--- config.mk ---
export PLATFORM = sky130hd
export DESIGN_NAME = fetch_queue_flat
export DESIGN_NICKNAME = d
export VERILOG_FILES = /design/src/rtl/fetch_queue_if.sv /design/src/rtl/fetch_queue.sv /design/src/flat_wrapper.sv
export SDC_FILE = /design/constraint.sdc
export NUM_CORES = 1
export LEC_CHECK = 0
export ABC_AREA = 1
export CORE_UTILIZATION = 40
export CTS_CLUSTER_DIAMETER = 200
export DETAILED_ROUTE_END_ITERATION = 12
export PLACE_DENSITY = 0.66
export SLEW_MARGIN = 20
export SYNTH_ARGS = -nofsm -noshare
export SYNTH_HDL_FRONTEND = slang
export SYNTH_SLANG_ARGS = --single-unit
--- constraint.sdc ---
create_clock -name clk -period 6.7 [get_ports clk]
set_clock_uncertainty 0.2 [all_clocks]
set_input_delay 1.675 -clock clk [delete_from_list [all_inputs] [get_ports clk]]
set_output_delay 1.675 -clock clk [all_outputs]
set_load 0.005 [all_outputs]
--- src/rtl/fetch_queue_if.sv ---
// fetch_queue_if: fetch-to-decode handshake bundle for the prefetch queue.
// master = fetch/decode side driver, slave = the queue itself.
interface fetch_queue_if #(
    parameter int WORD_SIZE = 32,
    parameter int DEPTH     = 4,
    parameter int CNT_W     = $clog2(DEPTH) + 1
);
    logic                 flush;
    logic                 inValid;
    logic [WORD_SIZE-1:0] inPC;
    logic [WORD_SIZE-1:0] inInstruction;
    logic                 inReady;
    logic                 outValid;
    logic [WORD_SIZE-1:0] outPC;
    logic [WORD_SIZE-1:0] outInstruction;
    logic                 outReady;
    logic [CNT_W-1:0]     count;

    modport master (
        output flush,
        output inValid,
        output inPC,
        output inInstruction,
        output outReady,
        input  inReady,
        input  outValid,
        input  outPC,
        input  outInstruction,
        input  count
    );

    modport slave (
        input  flush,
        input  inValid,
        input  inPC,
        input  inInstruction,
        input  outReady,
        output inReady,
        output outValid,
        output outPC,
        output outInstruction,
        output count
    );
endinterface

--- src/rtl/fetch_queue.sv ---
// fetch_queue: circular prefetch FIFO of {PC, instruction} between fetch and decode.
// Optional FETCH_QUEUE_BYPASS_EN: empty-queue input drives outputs combinationally.
module fetch_queue #(
    parameter int WORD_SIZE = 32,
    parameter int DEPTH     = 4,
    parameter int CNT_W     = $clog2(DEPTH) + 1
) (
    input logic         clk,
    input logic         rst,
    fetch_queue_if.slave q_if
);
    localparam int AW = $clog2(DEPTH);
    localparam logic [CNT_W-1:0] FULL_CNT = CNT_W'(DEPTH);

    logic [WORD_SIZE-1:0] pcMem_q  [DEPTH];
    logic [WORD_SIZE-1:0] insMem_q [DEPTH];

    logic [AW-1:0]    rdPtr_q;
    logic [AW-1:0]    rdPtr_d;
    logic [AW-1:0]    wrPtr_q;
    logic [AW-1:0]    wrPtr_d;
    logic [CNT_W-1:0] count_q;
    logic [CNT_W-1:0] count_d;

    logic empty;
    logic full;
    logic headValid;
    logic enq;
    logic deq;

    assign empty = (count_q == '0);
    assign full  = (count_q == FULL_CNT);

    // inReady depends only on the registered count, never on outReady
    assign q_if.inReady = ~full;
    assign q_if.count   = count_q;
    assign q_if.outValid = headValid;

`ifdef FETCH_QUEUE_BYPASS_EN
    logic bypass;

    // rst gate keeps outputs quiet while reset is held
    assign bypass = empty & q_if.inValid & ~q_if.flush & rst;

    assign headValid = (~empty & ~q_if.flush) | bypass;
    assign deq = ~empty & ~q_if.flush & q_if.outReady;
    // a bypassed pair consumed the same cycle is never written
    assign enq = q_if.inValid & ~full & ~q_if.flush
               & ~(bypass & q_if.outReady);
`else
    assign headValid = ~empty & ~q_if.flush;
    assign deq = headValid & q_if.outReady;
    assign enq = q_if.inValid & ~full & ~q_if.flush;
`endif

    // Head presentation: zero whenever nothing valid is offered
    always_comb begin
        q_if.outPC          = '0;
        q_if.outInstruction = '0;
        if (headValid) begin
            q_if.outPC          = pcMem_q[rdPtr_q];
            q_if.outInstruction = insMem_q[rdPtr_q];
        end
`ifdef FETCH_QUEUE_BYPASS_EN
        if (bypass) begin
            q_if.outPC          = q_if.inPC;
            q_if.outInstruction = q_if.inInstruction;
        end
`endif
    end

    // Next pointers and occupancy; pointers wrap modulo DEPTH
    always_comb begin
        rdPtr_d = rdPtr_q;
        wrPtr_d = wrPtr_q;
        count_d = count_q + CNT_W'(enq) - CNT_W'(deq);
        if (deq) begin
            rdPtr_d = rdPtr_q + AW'(1);
        end
        if (enq) begin
            wrPtr_d = wrPtr_q + AW'(1);
        end
    end

    // Control state: reset dominates flush, flush drops same-cycle traffic
    always_ff @(posedge clk) begin
        if (!rst) begin
            rdPtr_q <= '0;
            wrPtr_q <= '0;
            count_q <= '0;
        end else if (q_if.flush) begin
            rdPtr_q <= '0;
            wrPtr_q <= '0;
            count_q <= '0;
        end else begin
            rdPtr_q <= rdPtr_d;
            wrPtr_q <= wrPtr_d;
            count_q <= count_d;
        end
    end

    // Storage array; contents are don't-care until written
    always_ff @(posedge clk) begin
        if (enq) begin
            pcMem_q[wrPtr_q]  <= q_if.inPC;
            insMem_q[wrPtr_q] <= q_if.inInstruction;
        end
    end
endmodule

--- src/flat_wrapper.sv ---
// flat-port wrapper written by rule: the top's interface ports become plain ports
module fetch_queue_flat 
#(
    parameter int WORD_SIZE = 32,
    parameter int DEPTH     = 4,
    parameter int CNT_W     = $clog2(DEPTH) + 1
)
  (clk, rst, q_if_flush, q_if_inValid, q_if_inPC, q_if_inInstruction, q_if_outReady, q_if_inReady, q_if_outValid, q_if_outPC, q_if_outInstruction, q_if_count);
  fetch_queue_if #(.WORD_SIZE(WORD_SIZE), .DEPTH(DEPTH), .CNT_W(CNT_W)) q_if_i ();
  input logic clk;
  input logic rst;
  input wire logic [$bits(q_if_i.flush)-1:0] q_if_flush;
  input wire logic [$bits(q_if_i.inValid)-1:0] q_if_inValid;
  input wire logic [$bits(q_if_i.inPC)-1:0] q_if_inPC;
  input wire logic [$bits(q_if_i.inInstruction)-1:0] q_if_inInstruction;
  input wire logic [$bits(q_if_i.outReady)-1:0] q_if_outReady;
  output wire logic [$bits(q_if_i.inReady)-1:0] q_if_inReady;
  output wire logic [$bits(q_if_i.outValid)-1:0] q_if_outValid;
  output wire logic [$bits(q_if_i.outPC)-1:0] q_if_outPC;
  output wire logic [$bits(q_if_i.outInstruction)-1:0] q_if_outInstruction;
  output wire logic [$bits(q_if_i.count)-1:0] q_if_count;
  assign q_if_i.flush = q_if_flush;
  assign q_if_i.inValid = q_if_inValid;
  assign q_if_i.inPC = q_if_inPC;
  assign q_if_i.inInstruction = q_if_inInstruction;
  assign q_if_i.outReady = q_if_outReady;
  assign q_if_inReady = q_if_i.inReady;
  assign q_if_outValid = q_if_i.outValid;
  assign q_if_outPC = q_if_i.outPC;
  assign q_if_outInstruction = q_if_i.outInstruction;
  assign q_if_count = q_if_i.count;
  fetch_queue #(.WORD_SIZE(WORD_SIZE), .DEPTH(DEPTH), .CNT_W(CNT_W)) u_core (.clk(clk), .rst(rst), .q_if(q_if_i));
endmodule
# Yosys cells after proc, flatten, opt, wreduce, memory -nomap -nowiden
# Memories as Yosys holds them, arrays and structs flattened. A register that Yosys moved wholly into a read port is not among the register bits.
# Index checks and enable logic that the tools add are counted.
# Widths: inputs -> output; s select.
[totals] regBits=7 latchBits=0 mem_bits_rw=256 mem_bits_ro=0 output_inout_bits=69 mem_count=2
[classes] addsub=4 mul=0 div_mod_pow=0 magnitude_cmp=0 eq_ne=1 shifts=0 n_mux=8 bitwise=8 reduce_logical=2
[memory_table] name="u_core.insMem_q" depth=4 width=32 read_ports=1 rd_clocked_by_memory_dff=1 write_ports=1 line_no="fetch_queue.sv:16" source="logic [WORD_SIZE-1:0] insMem_q [DEPTH];"
[memory_table] name="u_core.pcMem_q" depth=4 width=32 read_ports=1 rd_clocked_by_memory_dff=1 write_ports=1 line_no="fetch_queue.sv:15" source="logic [WORD_SIZE-1:0] pcMem_q [DEPTH];"
[op_table] cell="$mux 32" count=2
[op_table] cell="$mux 2" count=4
[op_table] cell="$add 2x1->2 const B" count=2
[op_table] cell="$and 1x1->1" count=4
[op_table] cell="$not 1->1" count=4
[op_table] cell="$add 3x1->3" count=1
[op_table] cell="$eq 3x3->1 const B" count=1
[op_table] cell="$logic_not 3->1" count=1
[op_table] cell="$sub 3x1->3" count=1
[op_table] cell="$mux 1" count=2
[op_table] cell="$reduce_or 2->1" count=1

# Longest topological paths before layout
# Gate-level depths: netlist of run 1.
[logic_depth] ltp_word=6 depth_mapped=11 depth_no_buf=11

# Least setup slack after synthesis of run 1
# Ideal clock, no wire load.
[synth_timing] kind="input -> register" startpoint="in q_if_flush" endpoint="mem u_core.insMem_q[0][0], enable pin" setup_time_ps=487 arrival_time_ps=4633 slack_ps=1380 path_stages=3 n_path_buf=0 cell_sequence="inv_1 > nand3_1 > nor2_1"
[synth_via] elab_chain_len=4
[synth_lines] element="start: declaration" line_no="flat_wrapper.sv:12" source="input wire logic [$bits(q_if_i.flush)-1:0] q_if_flush;"
[synth_lines] element="$not 1->1" line_no="fetch_queue.sv:53" source="assign enq = q_if.inValid & ~full & ~q_if.flush;"
[synth_lines] element="$and 1x1->1" line_no="fetch_queue.sv:53"
[synth_lines] element="$mux 1" line_no="fetch_queue.sv:104" source="if (enq) begin"
[synth_lines] element="$mux 1 (not written as such)" line_no="fetch_queue.sv:106" source="insMem_q[wrPtr_q] <= q_if.inInstruction;"
[synth_lines] element="end: declaration" line_no="fetch_queue.sv:16"
# No other way between the ends.

# Worst setup path in the final report of run 1
[layout_timing] startpoint="in q_if_flush" endpoint="out q_if_outInstruction[0]"
[layout_via] elab_chain_len=3
[layout_lines] element="$not 1->1" line_no="fetch_queue.sv:51" source="assign headValid = ~empty & ~q_if.flush;"
[layout_lines] element="$and 1x1->1" line_no="fetch_queue.sv:51"
[layout_lines] element="$mux 32" line_no="fetch_queue.sv:60" source="if (headValid) begin"
[layout_lines] element="end: declaration" line_no="flat_wrapper.sv:20" source="output wire logic [$bits(q_if_i.outInstruction)-1:0] q_if_outInstruction;"
# No other way between the ends.

==> results.md, run 1 <==
- F_max: 175 MHz
- Slew Viols, Final: 0
- Sw frac: 19.4%
- Leak: 4.38 nW
- Hold path cells: 2
- CP required: 4.83 ns
- Final Hold Vio Count: 0
- VDD IR max: 0.230 mV
- Initial antenna violation count: 0
- Outcome: complete, no violations
- Max-slew headroom: 43.5%
- Row Count: 58
- Detailed Place HPWL: 12,100 µm
- H-Tree Depth: 1
- Post-Syn Instances: 825
- Antenna viol nets, final: 0
- Commonest cells post-synth: 270 x nor2_1, 256 x edfxtp_1, 119 x o21ai_0
- IO Port Bufs: 137
- Drt drc: 0
- Tightest Pin Transition: 0.848 ns
- Cell Int Power: 2.78 mW
- Die width: 163 µm
- Final Util: 51.0%
- Top-count cell post-synth: nor2_1
- Largest net degree at the start of global routing: 93
- Final min period: 5.71 ns
- DR vias/cell: 4.97
- Design area: 0.0129 mm²
- Post-synth EDFFs: 256
- RSZ-0062 raised after global routing: no
- Diode count: 0
- Core box area: 0.0253 mm²
- Gpl congestion: 0.707
- Reg2reg path depth: 6
- CP Launch Type: input port
- Starting Density: 41.1%
- Clk sink count: 265
- DRT Pass-1 Iters: 4
- CTS Buffer Depth: 3
- Mapped Area: 0.0104 mm²
- First-pass GRT wire length: 34,600 µm
- Nature of the critical path endpoint: primary output
- Type of the worst min-delay path: reg2reg
- Share of cells above drive strength 1: 5.73%
- Clock power share: 41.2%
- GRT Residual Overflow: 0
- Routed WL per cell: 16.7 µm
- Logic pwr share: 4.9%
- Switching power: 0.670 mW
- Die height: 163 µm
- Arrival time at the worst endpoint: 3.84 ns
- Worst Path Max Fanout: 33
- Reg clk slew, reported paths: 0.05 ns
- Cts hold-fix bufs: 0
- Synth warnings: 0
- Die outline area: 0.0267 mm²
- Cell Area, Placed: 0.0121 mm²
- Final Worst Setup Slack: 0.986 ns
- Top-Level Pins: 138
- Post-CTS Setup Inserts: 0
- Nets@finish: 1,033
- Synth area leaders: edfxtp_1 74%, nor2_1 9.7%, o21ai_0 5.7%, a21oi_1 3.2%, dfxtp_1 1.7%
- Mapped Nets: 901
- Initial DRC count: 321
- Final TNS setup: 0 ns
- TritonCTS clock tree: yes
- Clk root buf: clkbuf_16
- Reg-to-reg setup timing slack: 4.07 ns
- Worst slack at placement: 0.962 ns
- Post-Syn Area per Cell: 12.6 µm²
- Synthesis-stage register bit count: 265
- Setup violations, final: 0
- Final period util: 85.3%
- Power per cell area: 267 mW/mm²
- Seq/Total Area, Yosys: 75.5%
- Flop pwr share: 54.0%
- Ys flop type: edfxtp_1
- Crit Path Category: in2out
- Yosys top cell area share: 73.8%
- Cell taking the most area after synthesis: edfxtp_1
- Via count: 6,490
- Worst-skew pair later-pin latency: 0.51 ns
- CTS resizes: 0
- Total track usage: 16.8%
- Num CTS Buffers: 27
- Area Overhead vs Synth: 24.0%
- Hold slack: 0.315 ns
- Max-cap violation count: 0
- DRT Wirelength: 21,800 µm
- Fraction of registers with async set/reset: 0%
- Cell variety after synth: 18
- Vias in the first global route: 6,503
-- cell usage in the layout (no fill, tap or decap), types with 3 or more instances in the layout --
master | Yosys | layout
nor2_1 | 270 | 266
edfxtp_1 | 256 | 256
clkdlybuf4s50_1 | 0 | 137
o21ai_0 | 119 | 119
a21oi_1 | 66 | 66
clkbuf_16 | 0 | 27
inv_1 | 19 | 19
nand2_1 | 15 | 14
buf_4 | 4 | 11
o21ai_1 | 10 | 10
clkinv_1 | 0 | 10
dfxtp_1 | 9 | 7
ha_1 | 6 | 6
clkbuf_1 | 14 | 6
clkinv_2 | 0 | 4
nor2_4 | 0 | 4
nand3_1 | 3 | 3
bufinv_16 | 0 | 3
buf_12 | 0 | 3
-- per-layer routing --
metal	vias up	wire, µm	GRT usage (%)
li1	3173	-	-
met2	154	10800	29.1
met4	0	375	4.04
met1	3131	9460	21.4
met3	32	1200	3.50
met5	-	0	0
-- per-stage QoR --
step           power (mW)  std cells
2_1_floorplan        1.96        825
3_3_place_gp         2.06       1257
3_5_place_dp         2.06       1257
4_1_cts              3.49       1306
5_1_grt              3.57       1307
6_report             3.45       1307
-- cell families after synthesis --
group / after synthesis / synth area share, %
compound gates: 195 / 9.37
xor+xnor: 1 / 0.0841
fa+ha+maj: 7 / 0.913
buf+inv: 69 / 3.66
flops: 265 / 75.5
simple gates: 288 / 10.4
-- worst max-delay path, cell delays in order --
cell	delay, ns
clkdlybuf4s50_1	0.40
inv_1	0.12
nand2_2	0.48
buf_4	0.43
a21oi_1	0.19
clkdlybuf4s50_1	0.53
-- power groups by stage --
stage               registers, mW  clock network (mW)  logic (mW)
CTS                          1.86                1.46       0.170
floorplan                    1.90                   0      0.0656
detailed placement           1.90                   0       0.169
finish                       1.86                1.42       0.167
global route                 1.86                1.52       0.187
global placement             1.89                   0       0.166
-- registers in the layout, summed over array words and instances, names as in the netlist, named ones only --
register	flops
u_core.insMem_q	128
u_core.pcMem_q	128
u_core.q_if.count	3
u_core.rdPtr_q	2
u_core.wrPtr_q	2
-- cell type report --
type | count | area (µm²)
clock inverter | 16 | 143
sequential | 265 | 7870
timing repair buffer | 151 | 1510
multi-input combinational | 491 | 2200
clock buffer | 33 | 698
fill | 2144 | 12400
inverter | 21 | 80.1
tap | 330 | 413
-- worst paths after layout --
kind                                            from                     end
worst max-delay path                      q_if_flush  q_if_outInstruction[0]
worst max register to register  u_core.q_if.count[1]   u_core.pcMem_q[2][20]
worst min-delay path               u_core.wrPtr_q[0]       u_core.wrPtr_q[0]
worst min register to register     u_core.wrPtr_q[0]       u_core.wrPtr_q[0]
No activity file was read; power rests on OpenSTA's default activity.
==> inputs of run 2 (changes only) <==
--- a/config.mk
+++ b/config.mk
@@ -9,6 +9,7 @@
 export CORE_UTILIZATION = 40
 export CTS_CLUSTER_DIAMETER = 200
 export DETAILED_ROUTE_END_ITERATION = 12
+export HOLD_SLACK_MARGIN = 0.12
 export PLACE_DENSITY = 0.66
 export SLEW_MARGIN = 20
 export SYNTH_ARGS = -nofsm -noshare
==> constraint.sdc (replaced) <==
create_clock -name clk -period 7.4 [get_ports clk]
set_clock_uncertainty 0.2 [all_clocks]
set_input_delay 1.85 -clock clk [delete_from_list [all_inputs] [get_ports clk]]
set_output_delay 1.85 -clock clk [all_outputs]
set_load 0.005 [all_outputs]
==> results.md, run 2 (same netlist as run 1, synthesis figures left out) <==
- DRT Wirelength: 22,000 µm (+0.81%)
- Initial DRC count: 466 (+45%)
- IO Port Bufs: 137 (unchanged)
- Hold slack: 0.305 ns (-0.0101 ns)
- CP required: 5.35 ns (+0.52 ns)
- Area Overhead vs Synth: 24.5%
- Worst slack at placement: 1.47 ns (+0.509 ns)
- Commonest non-fill, non-tap cell in the layout: nor2_1
- Reg-to-reg setup timing slack: 4.78 ns (+0.71 ns)
- Routed WL per cell: 16.8 µm (+0.81%)
- Reg clk slew, reported paths: 0.06 ns (about the same)
- Max-slew headroom: 32.4% (-11 points)
- Worst-skew pair later-pin latency: 0.54 ns (+0.03 ns)
- TritonCTS clock tree: yes
- Hold path cells: 2 (unchanged)
- Hold Crit Endpoint: u_core.wrPtr_q[0]
- H-Tree Depth: 1 (unchanged)
- Design area: 0.0130 mm² (+0.37%)
- Largest net degree at the start of global routing: 69 (-26%)
- Share of cells above drive strength 1: 6.24% (+0.51 points)
- Starting Density: 41.1% (unchanged)
- Die height: 163 µm (unchanged)
- Diode count: 0 (unchanged)
- Placed cell count: 1,254 (-0.24%)
- Via count: 6,469 (-0.32%)
- Type of the worst min-delay path: reg2reg
- Clk sink count: 265 (unchanged)
- F_max: 168 MHz
- VDD IR max: 0.194 mV (-16%)
- Outcome: complete, no violations
- DR vias/cell: 4.95 (-0.32%)
- Nets@finish: 1,031 (-0.19%)
- Antenna viol nets, final: 0 (unchanged)
- Cts hold-fix bufs: 0 (unchanged)
- Final min period: 5.94 ns
- DRT Pass-1 Iters: 5 (+1)
- CP Launch Type: input port
- Filler-free cell count of the finished design: 1,307 (unchanged)
- Hold Crit Start: u_core.wrPtr_q[0]
- Initial antenna violation count: 0 (unchanged)
- Row Count: 58 (unchanged)
- Drt drc: 0 (unchanged)
- Num CTS Buffers: 28 (+3.7%)
- Post-CTS Setup Inserts: 0 (unchanged)
- GRT Residual Overflow: 0 (unchanged)
- Vias in the first global route: 6,429 (-1.1%)
- Final period util: 80.3%
- Final TNS setup: 0 ns (unchanged)
- Die width: 163 µm (unchanged)
- Final Worst Setup Slack: 1.46 ns (+0.474 ns)
- Reg2reg path depth: 5 (-1)
- Power per cell area: 248 mW/mm² (-7.2%)
- Max-cap violation count: 0 (unchanged)
- Final Util: 51.2% (+0.19 points)
- First-pass GRT wire length: 34,100 µm (-1.5%)
- Cell Area, Placed: 0.0120 mm² (-0.25%)
- Setup violations, final: 0 (unchanged)
- CTS resizes: 0 (unchanged)
- Commonest cells after routing, fill and taps aside: 266 x nor2_1, 256 x edfxtp_1, 137 x clkdlybuf4s50_1, 119 x o21ai_0, 66 x a21oi_1
- Total track usage: 16.4% (-0.33 points)
- RSZ-0062 raised after global routing: no
- Crit Path Category: in2out
- Die outline area: 0.0267 mm² (unchanged)
- Core box area: 0.0253 mm² (unchanged)
- Nature of the critical path endpoint: primary output
- Arrival time at the worst endpoint: 3.89 ns (+0.05 ns)
- Tightest Pin Transition: 1.01 ns (+0.166 ns)
- Critical R2R Launch: u_core.q_if.count[1]
- CTS Buffer Depth: 3 (unchanged)
- Slew Viols, Final: 0 (unchanged)
- Clk root buf: clkbuf_16
- Total Power: 3.21 mW (-6.9%)
- Gpl congestion: 0.707 (about the same)
- Worst Path Max Fanout: 48 (+45%)
- Leak: 4.41 nW (+0.64%)
- Filler cells: 2,183 (+1.8%)
- Reg-to-Reg End: u_core.pcMem_q[3][5]
- Detailed Place HPWL: 11,400 µm (-5.8%)
- Top-Level Pins: 138 (unchanged)
- Final Hold Vio Count: 0 (unchanged)
run 2: layout make-up:
cell class | count | area (µm²) | area share [%]
Sequential cell | 265 | 7870 | 60.7
Multi-Input combinational cell | 491 | 2200 | 17.0
Timing Repair Buffer | 148 | 1490 | 11.5
Clock buffer | 38 | 759 | 5.86
Tap cell | 330 | 413 | 3.18
Clock inverter | 14 | 151 | 1.17
Inverter | 21 | 80.1 | 0.618
run 2: critical path: stages:
cell and delay [ns]:
clkdlybuf4s50_1 0.40, inv_1 0.15, nand2_4 0.39, buf_4 0.38, a21oi_1 0.18, clkdlybuf4s50_1 0.53
run 2: worst max path at each step:
stage	from	to	slack, ns	cells after the start
5_1_grt	register	q_if_outInstruction[6]	1.20	5
3_5_place_dp	q_if_flush	q_if_outInstruction[8]	1.47	6
4_1_cts	q_if_flush	q_if_outInstruction[8]	1.42	6
3_3_place_gp	q_if_flush	q_if_outInstruction[3]	1.11	6
6_report	q_if_flush	q_if_outInstruction[2]	1.46	6
2_1_floorplan	q_if_flush	u_core.insMem_q[0][0]	1.90	3
run 2: report_power, final:
part,total (mW),internal [mW],switching [mW],leakage (nW)
clock,1.37,0.824,0.549,0.447
sequential,1.68,1.68,0.00786,2.40
combinational,0.154,0.0721,0.0815,1.56
total,3.21,2.57,0.638,4.41
run 2: per-layer routing:
| layer | track usage, % | share of wire, % | up-vias | wire length, µm |
|---|---|---|---|---|
| li1 | - | - | 3162 | - |
| met2 | 28.7 | 49 | 177 | 10800 |
| met1 | 20.9 | 43 | 3096 | 9500 |
| met4 | 4.42 | 2.2 | 0 | 489 |
| met5 | 0 | 0 | - | 0 |
| met3 | 2.97 | 5.6 | 34 | 1240 |
==> inputs of run 3 (changes only) <==
--- a/config.mk
+++ b/config.mk
@@ -10,7 +10,7 @@
 export CTS_CLUSTER_DIAMETER = 200
 export DETAILED_ROUTE_END_ITERATION = 12
 export HOLD_SLACK_MARGIN = 0.12
-export PLACE_DENSITY = 0.66
+export PLACE_DENSITY = 0.68
 export SLEW_MARGIN = 20
 export SYNTH_ARGS = -nofsm -noshare
 export SYNTH_HDL_FRONTEND = slang
==> constraint.sdc (replaced) <==
create_clock -name clk -period 5.2 [get_ports clk]
set_clock_uncertainty 0.2 [all_clocks]
set_input_delay 1.3 -clock clk [delete_from_list [all_inputs] [get_ports clk]]
set_output_delay 1.3 -clock clk [all_outputs]
set_load 0.005 [all_outputs]
==> results.md, run 3 (same netlist as run 1, synthesis figures left out) <==
- Logic pwr share: 4.9% (about the same)
- Diode count: 0 (unchanged)
- Critical R2R Launch: u_core.q_if.count[1]
- GRT Residual Overflow: 0 (unchanged)
- Filler-free cell count of the finished design: 1,312 (+0.38%)
- Drt drc: 0 (unchanged)
- RSZ-0062 raised after global routing: no
- VDD IR max: 0.254 mV (+31%)
- Reg2reg path depth: 5 (unchanged)
- Detailed Place HPWL: 11,700 µm (+3.1%)
- Flop pwr share: 53.9% (+1.4 points)
- Hold Crit Start: u_core.wrPtr_q[0]
- Crit Path Category: in2out
- Via count: 6,484 (+0.23%)
- Max-cap violation count: 0 (unchanged)
- Die width: 163 µm (unchanged)
- Final period util: 87.5%
- Leak: 4.40 nW (-0.22%)
- CP Launch Type: input port
- WP buf/inv: 4 (unchanged)
- DRT Wirelength: 21,500 µm (-2.2%)
- Top-Level Pins: 138 (unchanged)
- Setup violations, final: 0 (unchanged)
- Clk sink count: 265 (unchanged)
- DR vias/cell: 4.94 (-0.15%)
- Outcome: complete, no violations
- Commonest non-fill, non-tap cell in the layout: nor2_1
- Die outline area: 0.0267 mm² (unchanged)
- First-pass GRT wire length: 33,600 µm (-1.4%)
- DRT Pass-1 Iters: 5 (unchanged)
- Gpl congestion: 0.712 (+0.74%)
- Slowest CP cell: clkdlybuf4s50_1
- Switching power: 0.898 mW (+41%)
- Final TNS setup: 0 ns (unchanged)
- TritonCTS clock tree: yes
- IO Port Bufs: 137 (unchanged)
- Reg clk slew, reported paths: 0.06 ns (about the same)
- Commonest cells after routing, fill and taps aside: 266 x nor2_1, 256 x edfxtp_1, 137 x clkdlybuf4s50_1, 119 x o21ai_0, 66 x a21oi_1
- Nature of the critical path endpoint: primary output
- Worst Path Max Fanout: 36 (-25%)
- CP required: 3.70 ns (-1.65 ns)
- Most used cell, CP: clkdlybuf4s50_1
- Reg-to-reg setup timing slack: 2.83 ns (-1.95 ns)
- Clock power share: 41.3% (-1.5 points)
- Initial DRC count: 377 (-19%)
- Num CTS Buffers: 28 (unchanged)
- Max incr delay on CP: 0.56 ns (+0.03 ns)
- Area Overhead vs Synth: 24.2%
- Vias in the first global route: 6,329 (-1.6%)
- Placed cell count: 1,260 (+0.48%)
- Final Hold Vio Count: 0 (unchanged)
- Post-CTS Setup Inserts: 0 (unchanged)
- Total Power: 4.45 mW (+38%)
- Power per cell area: 344 mW/mm² (+39%)
- Cell Int Power: 3.55 mW (+38%)
- Clk root buf: clkbuf_16
- Final min period: 4.55 ns
- Arrival time at the worst endpoint: 3.05 ns (-0.84 ns)
- Starting Density: 41.1% (unchanged)
- Tightest Pin Transition: 0.866 ns (-0.149 ns)
- Max-slew headroom: 42.3% (+9.9 points)
- Initial antenna violation count: 0 (unchanged)
- Core box area: 0.0253 mm² (unchanged)
- Cts hold-fix bufs: 0 (unchanged)
- CTS resizes: 0 (unchanged)
- Hold path cells: 2 (unchanged)
- Total track usage: 16.3% (-0.095 points)
- H-Tree Depth: 1 (unchanged)
- Row Count: 58 (unchanged)
- Die height: 163 µm (unchanged)
- Antenna viol nets, final: 0 (unchanged)
- Hold Crit Endpoint: u_core.wrPtr_q[0]
- Type of the worst min-delay path: reg2reg
- Largest net degree at the start of global routing: 129 (+87%)
- Reg-to-Reg End: u_core.insMem_q[1][28]
- Worst-skew pair later-pin latency: 0.54 ns (about the same)
- F_max: 220 MHz
- Slew Viols, Final: 0 (unchanged)
- Hold slack: 0.308 ns (+0.00337 ns)
- Sw frac: 20.2% (+0.32 points)
- CTS Buffer Depth: 3 (unchanged)
- Nets@finish: 1,036 (+0.48%)
- CP top delay family: buffers and inverters
- Share of cells above drive strength 1: 6.42% (+0.17 points)
- Worst path cell trace: clkdlybuf4s50_1, inv_1, nand2_2, buf_4, a21oi_1, clkdlybuf4s50_1
- Routed WL per cell: 16.4 µm (-2.6%)
==> run 3: cell count changes in the layout (fill, tap and decap cells not counted), sizes merged <==
| cell | delta |
|---|---|
| clkinv | +5 |
| buf | +5 |
| clkinvlp | +1 |
| bufinv | -2 |
| clkbuf | -4 |
==> run 3: layout make-up <==
type	count	area, µm²
Sequential cell	265	7870
Clock inverter	18	113
Inverter	21	80.1
Multi-Input combinational cell	491	2200
Tap cell	330	413
Fill cell	2100	12400
Timing Repair Buffer	153	1520
Clock buffer	34	744
==> run 3: worst max path at each step <==
| stage | from | endpoint | slack [ns] | depth (start not counted) |
|---|---|---|---|---|
| 3_5_place_dp | q_if_flush | q_if_outInstruction[0] | 0.69 | 6 |
| 5_1_grt | q_if_flush | q_if_outInstruction[7] | 0.55 | 6 |
| 6_report | q_if_flush | q_if_outInstruction[0] | 0.65 | 6 |
| 4_1_cts | q_if_flush | q_if_outInstruction[0] | 0.68 | 6 |
| 2_1_floorplan | q_if_flush | u_core.insMem_q[0][0] | 0.25 | 3 |
| 3_3_place_gp | q_if_flush | q_if_outInstruction[0] | 0.64 | 6 |
==> run 3: through the flow <==
stage	util [%]	cell area [µm²]	worst slack, ns
floorplan	-	10400	0.255
global placement	47.7	12100	0.637
detailed placement	47.7	12100	0.691
CTS	51.1	12900	0.678
global route	51.1	12900	0.553
finish	51.1	12900	0.649
==> run 3: power groups by stage <==
stage	Sequential, mW	Combinational (mW)	Clock (mW)
global placement	2.44	0.215	0
global route	2.40	0.241	1.96
detailed placement	2.44	0.219	0
floorplan	2.44	0.0845	0
finish	2.40	0.216	1.83
CTS	2.40	0.220	1.87
==> run 3: per-layer routing <==
metal  track usage, %  routed length, µm  vias up  share of wire (%)
met2             28.8              10700      181                 50
met3             3.40               1310       44                6.1
met5                0                  0        -                  0
met4             4.93                561        0                2.6
met1             20.1               8940     3088                 42
li1                 -                  -     3171                  -
==> run 3: worst reg2reg max path, cell delays in order (launching register included) <==
cell     delay (ns)
dfxtp_1        0.42
nor2_1         0.09
nand2_1        0.13
nand3_1        0.39
nor2_4         0.22
buf_4          0.52
